[config.mk]
export PLATFORM = sky130hd
export DESIGN_NAME = mem_stage_lsu
export DESIGN_NICKNAME = d
export VERILOG_FILES = /design/src/rtl/mem_stage_lsu_pkg.sv /design/src/rtl/mem_stage_lsu_align.sv /design/src/rtl/mem_stage_lsu.sv
export SDC_FILE = /design/constraint.sdc
export NUM_CORES = 1
export LEC_CHECK = 0
export BUFFER_PORTS_ARGS = -buffer_cell sky130_fd_sc_hd__clkbuf_2
export CELL_PAD_IN_SITES_DETAIL_PLACEMENT = 1
export CELL_PAD_IN_SITES_GLOBAL_PLACEMENT = 1
export CORE_MARGIN = 1.5
export CORE_UTILIZATION = 30
export DETAILED_ROUTE_END_ITERATION = 6
export MAX_ROUTING_LAYER = met4
export PLACE_DENSITY = 0.79
export SLEW_MARGIN = 10
export SYNTH_ARGS = -nofsm -noshare
export SYNTH_HDL_FRONTEND = slang
export SYNTH_SLANG_ARGS = --single-unit
[constraint.sdc]
create_clock -name clk -period 15.2 [get_ports clk]
set_input_delay 3.04 -clock clk [delete_from_list [all_inputs] [get_ports clk]]
set_output_delay 3.04 -clock clk [all_outputs]
set_load 0.005 [all_outputs]
[src/rtl/mem_stage_lsu_pkg.sv]
// mem_stage_lsu_pkg
// Shared encodings for the memory-stage load/store unit:
//   - access size encodings (B/H/W/D)
//   - FSM state type (IDLE / REQ / RESP)
//   - data-memory byte-mask width and helpers for the base mask and
//     natural-alignment test (the latter is used only when
//     MISALIGN_TRAP_EN is defined).
package mem_stage_lsu_pkg;

  localparam logic [1:0] LS_SIZE_B = 2'd0;
  localparam logic [1:0] LS_SIZE_H = 2'd1;
  localparam logic [1:0] LS_SIZE_W = 2'd2;
  localparam logic [1:0] LS_SIZE_D = 2'd3;

  localparam int DMEM_MASK_W = 8;

  typedef enum logic [1:0] {
    LSU_IDLE = 2'd0,
    LSU_REQ  = 2'd1,
    LSU_RESP = 2'd2
  } lsu_state_t;

  // Byte-enable pattern of an access that starts at lane 0.
  function automatic logic [DMEM_MASK_W-1:0] size_base_mask(input logic [1:0] size);
    case (size)
      LS_SIZE_B: size_base_mask = 8'h01;
      LS_SIZE_H: size_base_mask = 8'h03;
      LS_SIZE_W: size_base_mask = 8'h0F;
      default:   size_base_mask = 8'hFF;
    endcase
  endfunction

  // True when the access is not naturally aligned for its size.
  function automatic logic is_misaligned(input logic [1:0] size, input logic [2:0] off);
    case (size)
      LS_SIZE_B: is_misaligned = 1'b0;
      LS_SIZE_H: is_misaligned = off[0];
      LS_SIZE_W: is_misaligned = |off[1:0];
      default:   is_misaligned = |off;
    endcase
  endfunction

endpackage

[src/rtl/mem_stage_lsu_align.sv]
// mem_stage_lsu_align
// Purely combinational lane steering for the LSU.
//   off         in  byte offset of the access inside the 8-byte line
//   size        in  access size (LS_SIZE_*)
//   ls_unsigned in  zero-extend load data (ignored for D)
//   store_data  in  LSB-aligned store operand
//   rdata       in  8-byte line read data
//   wmask       out byte enables, truncated to the line
//   wdata       out store data shifted into its lanes
//   load_data   out extracted and extended load result
// Bytes that fall beyond the line are dropped: the mask and write data
// lose them through truncation, and the load shift fills with zeros.
module mem_stage_lsu_align
  import mem_stage_lsu_pkg::*;
#(
  parameter int XLEN = 64
) (
  input  logic [2:0]             off,
  input  logic [1:0]             size,
  input  logic                   ls_unsigned,
  input  logic [XLEN-1:0]        store_data,
  input  logic [XLEN-1:0]        rdata,
  output logic [DMEM_MASK_W-1:0] wmask,
  output logic [XLEN-1:0]        wdata,
  output logic [XLEN-1:0]        load_data
);

  logic [5:0]      shamt;
  logic [XLEN-1:0] shifted;
  logic            ext;

  assign shamt = {off, 3'b000};

  always_comb begin
    wmask   = size_base_mask(size) << off;
    wdata   = store_data << shamt;
    shifted = rdata >> shamt;
    ext     = 1'b0;
    case (size)
      LS_SIZE_B: begin
        ext       = ~ls_unsigned & shifted[7];
        load_data = {{(XLEN-8){ext}}, shifted[7:0]};
      end
      LS_SIZE_H: begin
        ext       = ~ls_unsigned & shifted[15];
        load_data = {{(XLEN-16){ext}}, shifted[15:0]};
      end
      LS_SIZE_W: begin
        ext       = ~ls_unsigned & shifted[31];
        load_data = {{(XLEN-32){ext}}, shifted[31:0]};
      end
      default: load_data = shifted;
    endcase
  end

endmodule

[src/rtl/mem_stage_lsu.sv]
// mem_stage_lsu
// Memory stage behind the EX-stage ALU. Accepts one op at a time from EX,
// performs a byte/half/word/dword access over a req/ack data-memory port
// (or passes the ALU result straight through for non-memory ops) and
// presents the result to write-back over valid/ready.
// Ports:
//   clk, rst          clock, asynchronous active-high reset
//   ex_*              op from EX (valid/ready, load/store, size, signedness,
//                     alu_result, store_data, rd_addr)
//   dmem_*            data-memory request port (line-aligned address,
//                     lane-shifted wdata, byte mask, ack, line rdata)
//   wb_*              result to write-back (valid/ready, data, rd, wen)
// Optional feature macro: MISALIGN_TRAP_EN adds wb_exc_misalign and turns
// misaligned accesses into an immediate exception result instead of a
// truncated memory access.
module mem_stage_lsu
  import mem_stage_lsu_pkg::*;
#(
  parameter int XLEN = 64,
  parameter int RD_W = 5
) (
  input  logic                   clk,
  input  logic                   rst,
  input  logic                   ex_valid,
  output logic                   ex_ready,
  input  logic                   is_load,
  input  logic                   is_store,
  input  logic [1:0]             ls_size,
  input  logic                   ls_unsigned,
  input  logic [XLEN-1:0]        alu_result,
  input  logic [XLEN-1:0]        store_data,
  input  logic [RD_W-1:0]        rd_addr,
  output logic                   dmem_req,
  output logic                   dmem_we,
  output logic [XLEN-1:0]        dmem_addr,
  output logic [XLEN-1:0]        dmem_wdata,
  output logic [DMEM_MASK_W-1:0] dmem_wmask,
  input  logic                   dmem_ack,
  input  logic [XLEN-1:0]        dmem_rdata,
  output logic                   wb_valid,
  input  logic                   wb_ready,
  output logic [XLEN-1:0]        wb_data,
  output logic [RD_W-1:0]        wb_rd_addr,
`ifdef MISALIGN_TRAP_EN
  output logic                   wb_exc_misalign,
`endif
  output logic                   wb_wen
);

  lsu_state_t      state;
  logic [2:0]      off_q;
  logic [1:0]      size_q;
  logic            uns_q;
  logic            load_q;
  logic [RD_W-1:0] rd_q;

  logic [2:0]             align_off;
  logic [1:0]             align_size;
  logic [DMEM_MASK_W-1:0] align_wmask;
  logic [XLEN-1:0]        align_wdata;
  logic [XLEN-1:0]        align_load;

  // The single aligner serves the store path from the live EX inputs while
  // IDLE and the load path from the latched op while waiting for ack.
  assign align_off  = (state == LSU_IDLE) ? alu_result[2:0] : off_q;
  assign align_size = (state == LSU_IDLE) ? ls_size : size_q;

  mem_stage_lsu_align #(.XLEN(XLEN)) u_align (
    .off         (align_off),
    .size        (align_size),
    .ls_unsigned (uns_q),
    .store_data  (store_data),
    .rdata       (dmem_rdata),
    .wmask       (align_wmask),
    .wdata       (align_wdata),
    .load_data   (align_load)
  );

  always_ff @(posedge clk or posedge rst) begin
    if (rst) begin
      state      <= LSU_IDLE;
      off_q      <= '0;
      size_q     <= '0;
      uns_q      <= 1'b0;
      load_q     <= 1'b0;
      rd_q       <= '0;
      ex_ready   <= 1'b1;
      dmem_req   <= 1'b0;
      dmem_we    <= 1'b0;
      dmem_addr  <= '0;
      dmem_wdata <= '0;
      dmem_wmask <= '0;
      wb_valid   <= 1'b0;
      wb_data    <= '0;
      wb_rd_addr <= '0;
      wb_wen     <= 1'b0;
`ifdef MISALIGN_TRAP_EN
      wb_exc_misalign <= 1'b0;
`endif
    end else begin
      case (state)
        LSU_IDLE: begin
          if (ex_valid) begin
            off_q      <= alu_result[2:0];
            size_q     <= ls_size;
            uns_q      <= ls_unsigned;
            load_q     <= is_load;
            rd_q       <= rd_addr;
            ex_ready   <= 1'b0;
            wb_rd_addr <= rd_addr;
`ifdef MISALIGN_TRAP_EN
            wb_exc_misalign <= 1'b0;
            if ((is_load | is_store) && is_misaligned(ls_size, alu_result[2:0])) begin
              // Report the faulting address instead of touching memory.
              state           <= LSU_RESP;
              wb_valid        <= 1'b1;
              wb_data         <= alu_result;
              wb_wen          <= 1'b0;
              wb_exc_misalign <= 1'b1;
            end else
`endif
            if (is_load | is_store) begin
              // is_load wins if both are set, so the access is a read.
              state      <= LSU_REQ;
              dmem_req   <= 1'b1;
              dmem_we    <= ~is_load;
              dmem_addr  <= {alu_result[XLEN-1:3], 3'b000};
              dmem_wdata <= align_wdata;
              dmem_wmask <= align_wmask;
            end else begin
              state    <= LSU_RESP;
              wb_valid <= 1'b1;
              wb_data  <= alu_result;
              wb_wen   <= (rd_addr != '0);
            end
          end
        end

        LSU_REQ: begin
          if (dmem_ack) begin
            state    <= LSU_RESP;
            dmem_req <= 1'b0;
            dmem_we  <= 1'b0;
            wb_valid <= 1'b1;
            if (load_q) begin
              wb_data    <= align_load;
              wb_rd_addr <= rd_q;
              wb_wen     <= (rd_q != '0);
            end else begin
              wb_data    <= '0;
              wb_rd_addr <= '0;
              wb_wen     <= 1'b0;
            end
          end
        end

        LSU_RESP: begin
          // ex_ready rises here, so the next op is taken one cycle later.
          if (wb_ready) begin
            state    <= LSU_IDLE;
            wb_valid <= 1'b0;
            wb_wen   <= 1'b0;
            ex_ready <= 1'b1;
          end
        end

        default: state <= LSU_IDLE;
      endcase
    end
  end

endmodule
==> parameters.txt, run 1 <==
Parameter                              Value

Detailed routing
  Antenna-violating nets left ... 0
  Routed vias ... about 13k
  Total wirelength of the detailed-routed design ... between 50 and 60 mm
  Number of design rule violations left after detail routing ... 0
  Number of iterations in the first detailed-routing pass ... 5
  Final routed wire length divided by cell count ... approximately 24 µm
  Initial DRC Count ... just over 800
  Via-per-instance ratio ... 5.36

Die
  Placeable Area ... roughly 0.04 mm²
  Die Y-Extent ... 207 µm
  Initial Util ... between 30 and 40%
  Std cell rows ... between 70 and 80
  I/O pin cnt ... approximately 420
  Horizontal die dimension ... 207 µm
  Die area ... 0.0428 mm²

Clocking
  Clock tree sinks ... roughly 220
  Number of gates resized after cts ... 0
  Count of H-tree levels built during CTS ... 1
  Maximum number of buffers from clock root to sink ... 3
  Clock tree from TritonCTS ... done
  Root cell of the clock tree ... clkbuf_16
  Post-CTS setup repair buffer count ... 0
  TritonCTS buffer count ... 28
  Number of buffers inserted by hold repair at cts ... 0
  Clock input transition at the sequential cells of the worst setup and hold paths ... ~60 ps
  Worst skew pair latency ... 590 ps

Placement
  Placed cell count ... around 2.4k
  Number of port buffers ... approximately 410
  Final Wtd Congestion ... approximately 0.95
  HPWL after detailed placement ... approximately 44 mm

Min path
  Worst hold stages ... 2
  Hold endpoint ... dmem_addr[61]$_DFFE_PP0P_
  Path class of the lowest-slack min-delay path ... reg -> reg
  Start point of the worst hold path ... dmem_addr[61]$_DFFE_PP0P_

Timing
  Max-slew headroom ... 22.9%
  Fin crit share ... between 30% and 40%
  Unrepaired setup endpoints after global routing ... false
  Number of pins exceeding their max-slew limit in the final report ... 0
  Number of endpoints with negative hold slack in the final report ... 0
  Clock period minus final worst setup slack ... a little under 6000 ps
  Final sum of negative setup slack ... 0 ps
  Hold WS ... roughly 480 ps
  Setup Viol. Count Final ... 0
  Layout Skew ... roughly 33 ps
  Highest Clock Rate ... about 170 MHz
  Worst Tran Pin Value ... 1150 ps

Worst setup path
  Kind of end point of the critical path ... register
  Arrival time worst endpoint ... 6340 ps
  FF-to-FF End ... wb_data[19]$_DFFE_PP0P_
  List of cells traversed by the critical path ... clkbuf_2 -> mux2i_4 -> buf_4 -> buf_4 -> mux2_2 -> a21oi_1 -> a2111oi_4 -> o21ai_2 -> o211ai_1
  R2r startpoint ... state[1]$_DFFE_PP0P_
  Crit Path Class ... in -> reg
  Slowest library cell on the worst path ... buf_4
  Minimum setup slack among reg-to-reg paths ... around 11000 ps
  Family of cells with the greatest summed delay on the critical path ... buffers and inverters
  CP startpoint kind ... primary input
  FF-to-FF path depth ... 10
  Cell mode on critical path ... buf_4
  Worst path bufs/invs ... 3
  Max Fanout on Critical Path ... between 50 and 60
  Required arrival time at the worst endpoint ... ~16000 ps
  Max incr delay on CP ... between 600 and 700 ps

Synthesis
  Proportion of synthesized chip area in sequential cells ... 44.4%
  Flip-flop and latch count after synthesis ... about 220
  Combinational family with the most area after synthesis ... simple AND/OR/NAND/NOR gates
  Count of mapped cells out of synthesis ... roughly 1.6k
  Mean instance size in the synthesized netlist ... about 8.0 µm²
  Main synth FF type ... dfrtp_1
  Xor/xnor share of the synthesized area ... 0%
  Simple-gate share of the synthesized area ... about a quarter
  Adder and majority cell fraction of the synthesized area ... less than 1%
  Count of yosys warnings during synthesis ... 0
  Portion of netlist area occupied by mux cells ... under 10%
  Cell area after technology mapping ... approximately 0.012 mm²
  Post-synth ARST share ... 100%
  Number of enable flip-flop cells after synthesis ... 0
  Distinct cells, synth ... a little under 60
  Synth Area in Compound Gates ... a little under a fifth

Final layout
  Post-synthesis to final-layout area growth ... 27.2%
  Fraction of final layout cells with drive strength greater than 1 ... roughly 28%
  FF+latch area ... 0.00553 mm²
  Area of combinational cells with multiple inputs ... ~0.0064 mm²
  Filler cells ... between 5k and 6k
  NumNets Final ... ~2.1k
  Final Non-Filler Cells ... between 2k and 2.5k
  Commonest non-fill, non-tap cell in the layout ... nand2_1
  Most frequent cells in the layout ... nand2_1, clkbuf_2, dfrtp_1

Power
  Maximum ir drop on the vdd rail ... 0.121 mV
  Clock network fraction of total power ... 18.0%
  Fraction of power spent switching nets ... between 40 and 50%
  Design internal power ... slightly above 0.002 W
  Logic pwr share ... a little under three fifths
  Overall power consumption ... ~0.0038 W
  Total net switching power ... around 0.0018 W
  Leakage dissipation ... 7.99 nW
  Power density over cell area ... between 200 and 250 mW/mm²
  Register share of total power ... between 20% and 30%

Global routing
  Wire length of the first global-routing pass ... 86.2 mm
  Maximum number of pins on one net before global-route repair ... 85
  Via count of the first global-routing pass ... ~14k
  Residual overflow from global routing ... 0
  Global-route usage over all layers ... roughly 28%
  Number of antenna violations at the first check in global routing ... 15

Run status
  Result of the run ... complete, no violations

Job
  Count of max-cap constraint violations ... 0
## per-layer routing
metal  GRT usage, %  routed length, µm
met5              -                  0
met4           10.1               2000
met3           7.19               4810
met2           45.2              28200
met1           32.7              23700
## cells in the mapped netlist (4+ instances only)
cell type,count,share of area (%)
a22oi_1,15,0.90
a21o_1,8,0.48
buf_2,17,0.68
buf_1,8,0.24
a32oi_1,15,1.1
dfrtp_1,220,44
o31ai_1,5,0.30
mux2_2,24,2.2
o211ai_1,15,0.90
buf_6,5,0.45
buf_4,5,0.30
o21ai_0,55,2.2
a22o_1,16,1.1
o22ai_2,4,0.40
nor2_1,95,2.9
a31oi_1,48,2.4
and3_1,32,1.6
o22ai_1,22,1.1
nand2_1,518,16
a21oi_1,136,5.5
nand3_1,70,2.8
ha_1,4,0.40
clkbuf_1,90,2.7
mux2i_1,67,5.4
o21ai_2,7,0.49
inv_1,10,0.30
## power groups by stage
stage               combinational, W  sequential, W  clock [W]
finish                       0.00212        0.00104   0.000691
global route                 0.00235        0.00107   0.000727
CTS                          0.00214        0.00104   0.000706
detailed placement           0.00213        0.00105          0
global placement             0.00208        0.00103          0
floorplan                    0.00130        0.00103          0
## logic make-up (layout without fill, tap and decap cells)
family	after synthesis	count (layout)
AND/OR/NAND/NOR	732	732
AO/OA/AOI/OAI	362	362
flip-flops	221	221
buffers and inverters	136	497
multiplexers	96	96
adder cells (fa/ha/maj)	4	4
other	1	18
## worst max path at each step
stage                  startpoint                        end  slack [ps]  cells after the start
floorplan                     rst  dmem_addr[10]$_DFFE_PP0P_        6110                      1
CTS                 alu_result[0]    wb_data[22]$_DFFE_PP0P_        9300                      9
finish              alu_result[0]    wb_data[19]$_DFFE_PP0P_        9230                      9
global route        alu_result[0]    wb_data[23]$_DFFE_PP0P_        9020                      9
detailed placement  alu_result[0]    wb_data[21]$_DFFE_PP0P_        8700                      9
global placement    alu_result[0]    wb_data[16]$_DFFE_PP0P_        8800                      9
## worst register-to-register path, stage by stage, from the launching register on
cell and delay, ps:
dfrtp_1 420, inv_1 100, ha_1 620, mux2i_4 330
buf_4 510, buf_4 700, mux2_2 470, a21oi_1 300
a2111oi_4 140, o21ai_2 660, o211ai_1 210
## final cells by class
| cell class | instances | share of cell area, % |
|---|---|---|
| clock inverter | 15 | 1.21 |
| tap | 532 | 4.20 |
| antenna | 15 | 0.237 |
| inverter | 11 | 0.308 |
| clock buffer | 37 | 4.76 |
| sequential | 221 | 34.9 |
| multi-input combinational | 1197 | 40.4 |
| timing repair buffer | 434 | 14.0 |
## sequential cells by signal (all words and copies together), names as in the netlist, 2 cells and up
signal	flops
dmem_wdata	64
wb_rd_addr	5
wb_data	64
state	2
rd_q	5
off_q	3
dmem_wmask	8
dmem_addr	61
size_q	2
## through the flow
step	worst slack, ps	util, %	area (µm²)
final	9230	38.7	15900
after global routing	9020	38.7	15900
after CTS	9300	38.6	15800
after detailed placement	8700	36.3	14900
after global placement	8800	36.3	14900
after floorplan	6110	-	12500
Power figures use the tool's default switching activity.
==> run 2, diff against run 1 <==
--- a/config.mk
+++ b/config.mk
@@ -12,7 +12,7 @@
 export CORE_UTILIZATION = 30
 export DETAILED_ROUTE_END_ITERATION = 6
 export MAX_ROUTING_LAYER = met4
-export PLACE_DENSITY = 0.79
+export PLACE_DENSITY = 0.82
 export SLEW_MARGIN = 10
 export SYNTH_ARGS = -nofsm -noshare
 export SYNTH_HDL_FRONTEND = slang
==> constraint.sdc (replaced) <==
create_clock -name clk -period 5.2 [get_ports clk]
set_input_delay 1.04 -clock clk [delete_from_list [all_inputs] [get_ports clk]]
set_output_delay 1.04 -clock clk [all_outputs]
set_load 0.005 [all_outputs]
==> run 2 against run 1 <==
Non-clock buffer count up 5. Clock skew down 18 ps. Clock power rose to 3.2 times the previous value. Setup slack worse by 7800 ps. Critical path depth up 1. Critical endpoint is now wb_data[53]$_DFFE_PP0P_. Final cell count about the same. Sequential share of layout area down 0.30 points. Count of clock-buffer cells in the layout down 2. First-iteration DRC count up 30%. Largest cell class unchanged. Die area unchanged.
==> parameters.txt, run 2 (synthesis gave the netlist of run 1 again) <==
Parameter                              Value

Worst setup path
  Crit Path Class ... reg -> reg (was in -> reg)
  Max Fanout on Critical Path ... 37 (was 57)
  FF-to-FF path depth ... 10 (unchanged)
  Required arrival time at the worst endpoint ... 5670 ps (was 15580 ps)
  Worst path bufs/invs ... 3 (unchanged)
  List of cells traversed by the critical path ... inv_1 -> ha_1 -> mux2i_4 -> buf_4 -> nand2_2 -> o22a_1 -> a221oi_1 -> o31ai_4 -> buf_4 -> o21ai_0 (was clkbuf_2 -> mux2i_4 -> buf_4 -> buf_4 -> mux2_2 -> a21oi_1 -> a2111oi_4 -> o21ai_2 -> o211ai_1)
  Slowest library cell on the worst path ... ha_1 (was buf_4)
  FF-to-FF End ... wb_data[53]$_DFFE_PP0P_ (was wb_data[19]$_DFFE_PP0P_)
  Cell mode on critical path ... buf_4 (unchanged)
  Max incr delay on CP ... 520 ps (was 660 ps)
  Arrival time worst endpoint ... 4190 ps (was 6340 ps)
  CP startpoint kind ... register (was primary input)
  Family of cells with the greatest summed delay on the critical path ... compound AO/OA/AOI/OAI gates (was buffers and inverters)
  Kind of end point of the critical path ... register (unchanged)
  R2r startpoint ... state[0]$_DFFE_PP0P_ (was state[1]$_DFFE_PP0P_)
  Minimum setup slack among reg-to-reg paths ... 1480 ps (was 10530 ps)

Global routing
  GRT met2 Usage ... 47.5% (was 45.2%)
  Number of antenna violations at the first check in global routing ... 14 (was 15)
  Global-route met3 utilization ... 6.44% (was 7.19%)
  Wire length of the first global-routing pass ... 87.1 mm (was 86.2 mm)
  Global-route usage over all layers ... 27.8% (was 27.6%)
  Highest-utilization routing layer at the global route stage ... met2 (unchanged)
  M1 GR Usage ... 32.5% (was 32.7%)
  Maximum number of pins on one net before global-route repair ... 124 (was 85)
  Residual overflow from global routing ... 0 (unchanged)
  Via count of the first global-routing pass ... 13.8k (was 13.7k)

Final layout
  Fraction of final layout cells with drive strength greater than 1 ... 28.2% (was 28.0%)
  Filler cells ... 5058 (was 5115)
  Post-synthesis to final-layout area growth ... 28.3% (was 27.2%)
  Most frequent cells in the layout ... nand2_1, clkbuf_2, dfrtp_1 (unchanged)
  Post-route cell area ... 0.0160 mm² (was 0.0159 mm²)
  Commonest non-fill, non-tap cell in the layout ... nand2_1 (unchanged)
  NumNets Final ... 2108 (was 2104)
  Largest registers ... dmem_wdata x64, wb_data x64, dmem_addr x61 (unchanged)

Timing
  Layout Skew ... 14.9 ps (was 32.6 ps)
  Final sum of negative setup slack ... 0 ps (unchanged)
  Max-slew headroom ... 28.9% (was 22.9%)
  Worst Tran Pin Value ... 1060 ps (was 1150 ps)
  Unrepaired setup endpoints after global routing ... false (unchanged)
  Number of endpoints with negative hold slack in the final report ... 0 (unchanged)
  Hold WS ... 467 ps (was 477 ps)
  Fin crit share ... 71.5%
  Highest Clock Rate ... approximately 270 MHz
  Number of pins exceeding their max-slew limit in the final report ... 0 (unchanged)
  Clock period minus final worst setup slack ... around 3700 ps
  Setup Viol. Count Final ... 0 (unchanged)

Detailed routing
  Routed vias ... 13.3k (was 13.2k)
  Initial DRC Count ... 1043 (was 805)
  Via-per-instance ratio ... 5.38 (was 5.36)
  Total wirelength of the detailed-routed design ... 58.8 mm (was 58.7 mm)
  Antenna-violating nets left ... 0 (unchanged)
  Final routed wire length divided by cell count ... 23.9 µm (about the same)
  Number of design rule violations left after detail routing ... 0 (unchanged)
  Number of iterations in the first detailed-routing pass ... 5 (unchanged)

Die
  I/O pin cnt ... 417 (unchanged)
  Horizontal die dimension ... 207 µm (unchanged)
  Initial Util ... 30.5% (unchanged)
  Placeable Area ... 0.0409 mm² (unchanged)
  Die area ... 0.0428 mm² (unchanged)
  Std cell rows ... 74 (unchanged)
  Die Y-Extent ... 207 µm (unchanged)

Clocking
  Number of gates resized after cts ... 0 (unchanged)
  Count of H-tree levels built during CTS ... 1 (unchanged)
  Maximum number of buffers from clock root to sink ... 3 (unchanged)
  Clock tree sinks ... 221 (unchanged)
  Clock input transition at the sequential cells of the worst setup and hold paths ... 60 ps (about the same)
  Root cell of the clock tree ... clkbuf_16 (unchanged)
  Number of buffers inserted by hold repair at cts ... 0 (unchanged)
  Clock tree from TritonCTS ... done (unchanged)
  Worst skew pair latency ... 570 ps (was 590 ps)
  TritonCTS buffer count ... 27 (was 28)
  Post-CTS setup repair buffer count ... 0 (unchanged)

Job
  Count of max-cap constraint violations ... 0 (unchanged)

Power
  Leakage dissipation ... 8.07 nW (was 7.99 nW)
  Power density over cell area ... 719 mW/mm² (was 243 mW/mm²)
  Maximum ir drop on the vdd rail ... 0.515 mV (was 0.121 mV)

Min path
  Worst hold stages ... 2 (unchanged)
  Hold endpoint ... dmem_wdata[8]$_DFFE_PP0P_ (was dmem_addr[61]$_DFFE_PP0P_)
  Path class of the lowest-slack min-delay path ... reg -> reg (unchanged)
  Start point of the worst hold path ... dmem_wdata[8]$_DFFE_PP0P_ (was dmem_addr[61]$_DFFE_PP0P_)

Run status
  Result of the run ... complete, no violations (unchanged)

Placement
  Final Wtd Congestion ... 0.933 (was 0.949)
  HPWL after detailed placement ... 44.7 mm (was 43.7 mm)
  Number of port buffers ... 413 (unchanged)
  Placed cell area ... 0.0149 mm² (about the same)
## run 2: metal layers
layer	share of wire (%)	wire length [µm]	up-vias
met5	0	0	-
met4	2.6	1500	0
met3	7.4	4340	81
met2	50	29200	469
met1	40	23800	6645
li1	-	-	6056
## run 2: worst max path at each step
| stage | start | endpoint | slack (ps) | depth (start not counted) |
|---|---|---|---|---|
| 2_1_floorplan | rst | dmem_addr[10]$_DFFE_PP0P_ | 1280 | 1 |
| 3_3_place_gp | alu_result[2] | wb_data[54]$_DFFE_PP0P_ | 1670 | 9 |
| 3_5_place_dp | alu_result[2] | wb_data[53]$_DFFE_PP0P_ | 1450 | 9 |
| 4_1_cts | state[0]$_DFFE_PP0P_ | wb_data[53]$_DFFE_PP0P_ | 1500 | 10 |
| 5_1_grt | state[0]$_DFFE_PP0P_ | wb_data[53]$_DFFE_PP0P_ | 1240 | 10 |
| 6_report | state[0]$_DFFE_PP0P_ | wb_data[53]$_DFFE_PP0P_ | 1480 | 10 |
## run 2: power breakdown
part | switching [W] | internal [W] | leakage, nW
logic | 0.00402 | 0.00223 | 4.87
clock network | 0.000836 | 0.00136 | 0.496
registers | 0.000518 | 0.00253 | 2.71
total | 0.00538 | 0.00612 | 8.07
## run 2: final cells by class
cell class                 instances  area [µm²]  share of cell area [%]
antenna                           15        37.5                   0.235
clock inverter                    14         270                    1.69
sequential                       221        5530                    34.6
tap                              532         666                    4.16
inverter                          11        45.0                   0.282
timing repair buffer             439        2300                    14.4
clock buffer                      35         746                    4.66
multi-input combinational       1197        6400                    40.0
## run 2: metrics by stage
step | utilization, % | worst slack, ps | power, W | std cells
3_5_place_dp | 36.5 | 1450 | 0.00932 | 2400
4_1_cts | 39.0 | 1500 | 0.0116 | 2449
6_report | 39.1 | 1480 | 0.0115 | 2464
3_3_place_gp | 36.5 | 1670 | 0.00914 | 2400
2_1_floorplan | - | 1280 | 0.00683 | 1554
5_1_grt | 39.1 | 1240 | 0.0123 | 2463
## run 2: worst register-to-register path: cells and delay by family, from the launching register on
family / cells / cell delay (ps)
AO/OA/AOI/OAI: 4 / 1130
buffers and inverters: 3 / 840
adder cells (fa/ha/maj): 1 / 520
flip-flops: 1 / 420
AND/OR/NAND/NOR: 1 / 410
multiplexers: 1 / 310
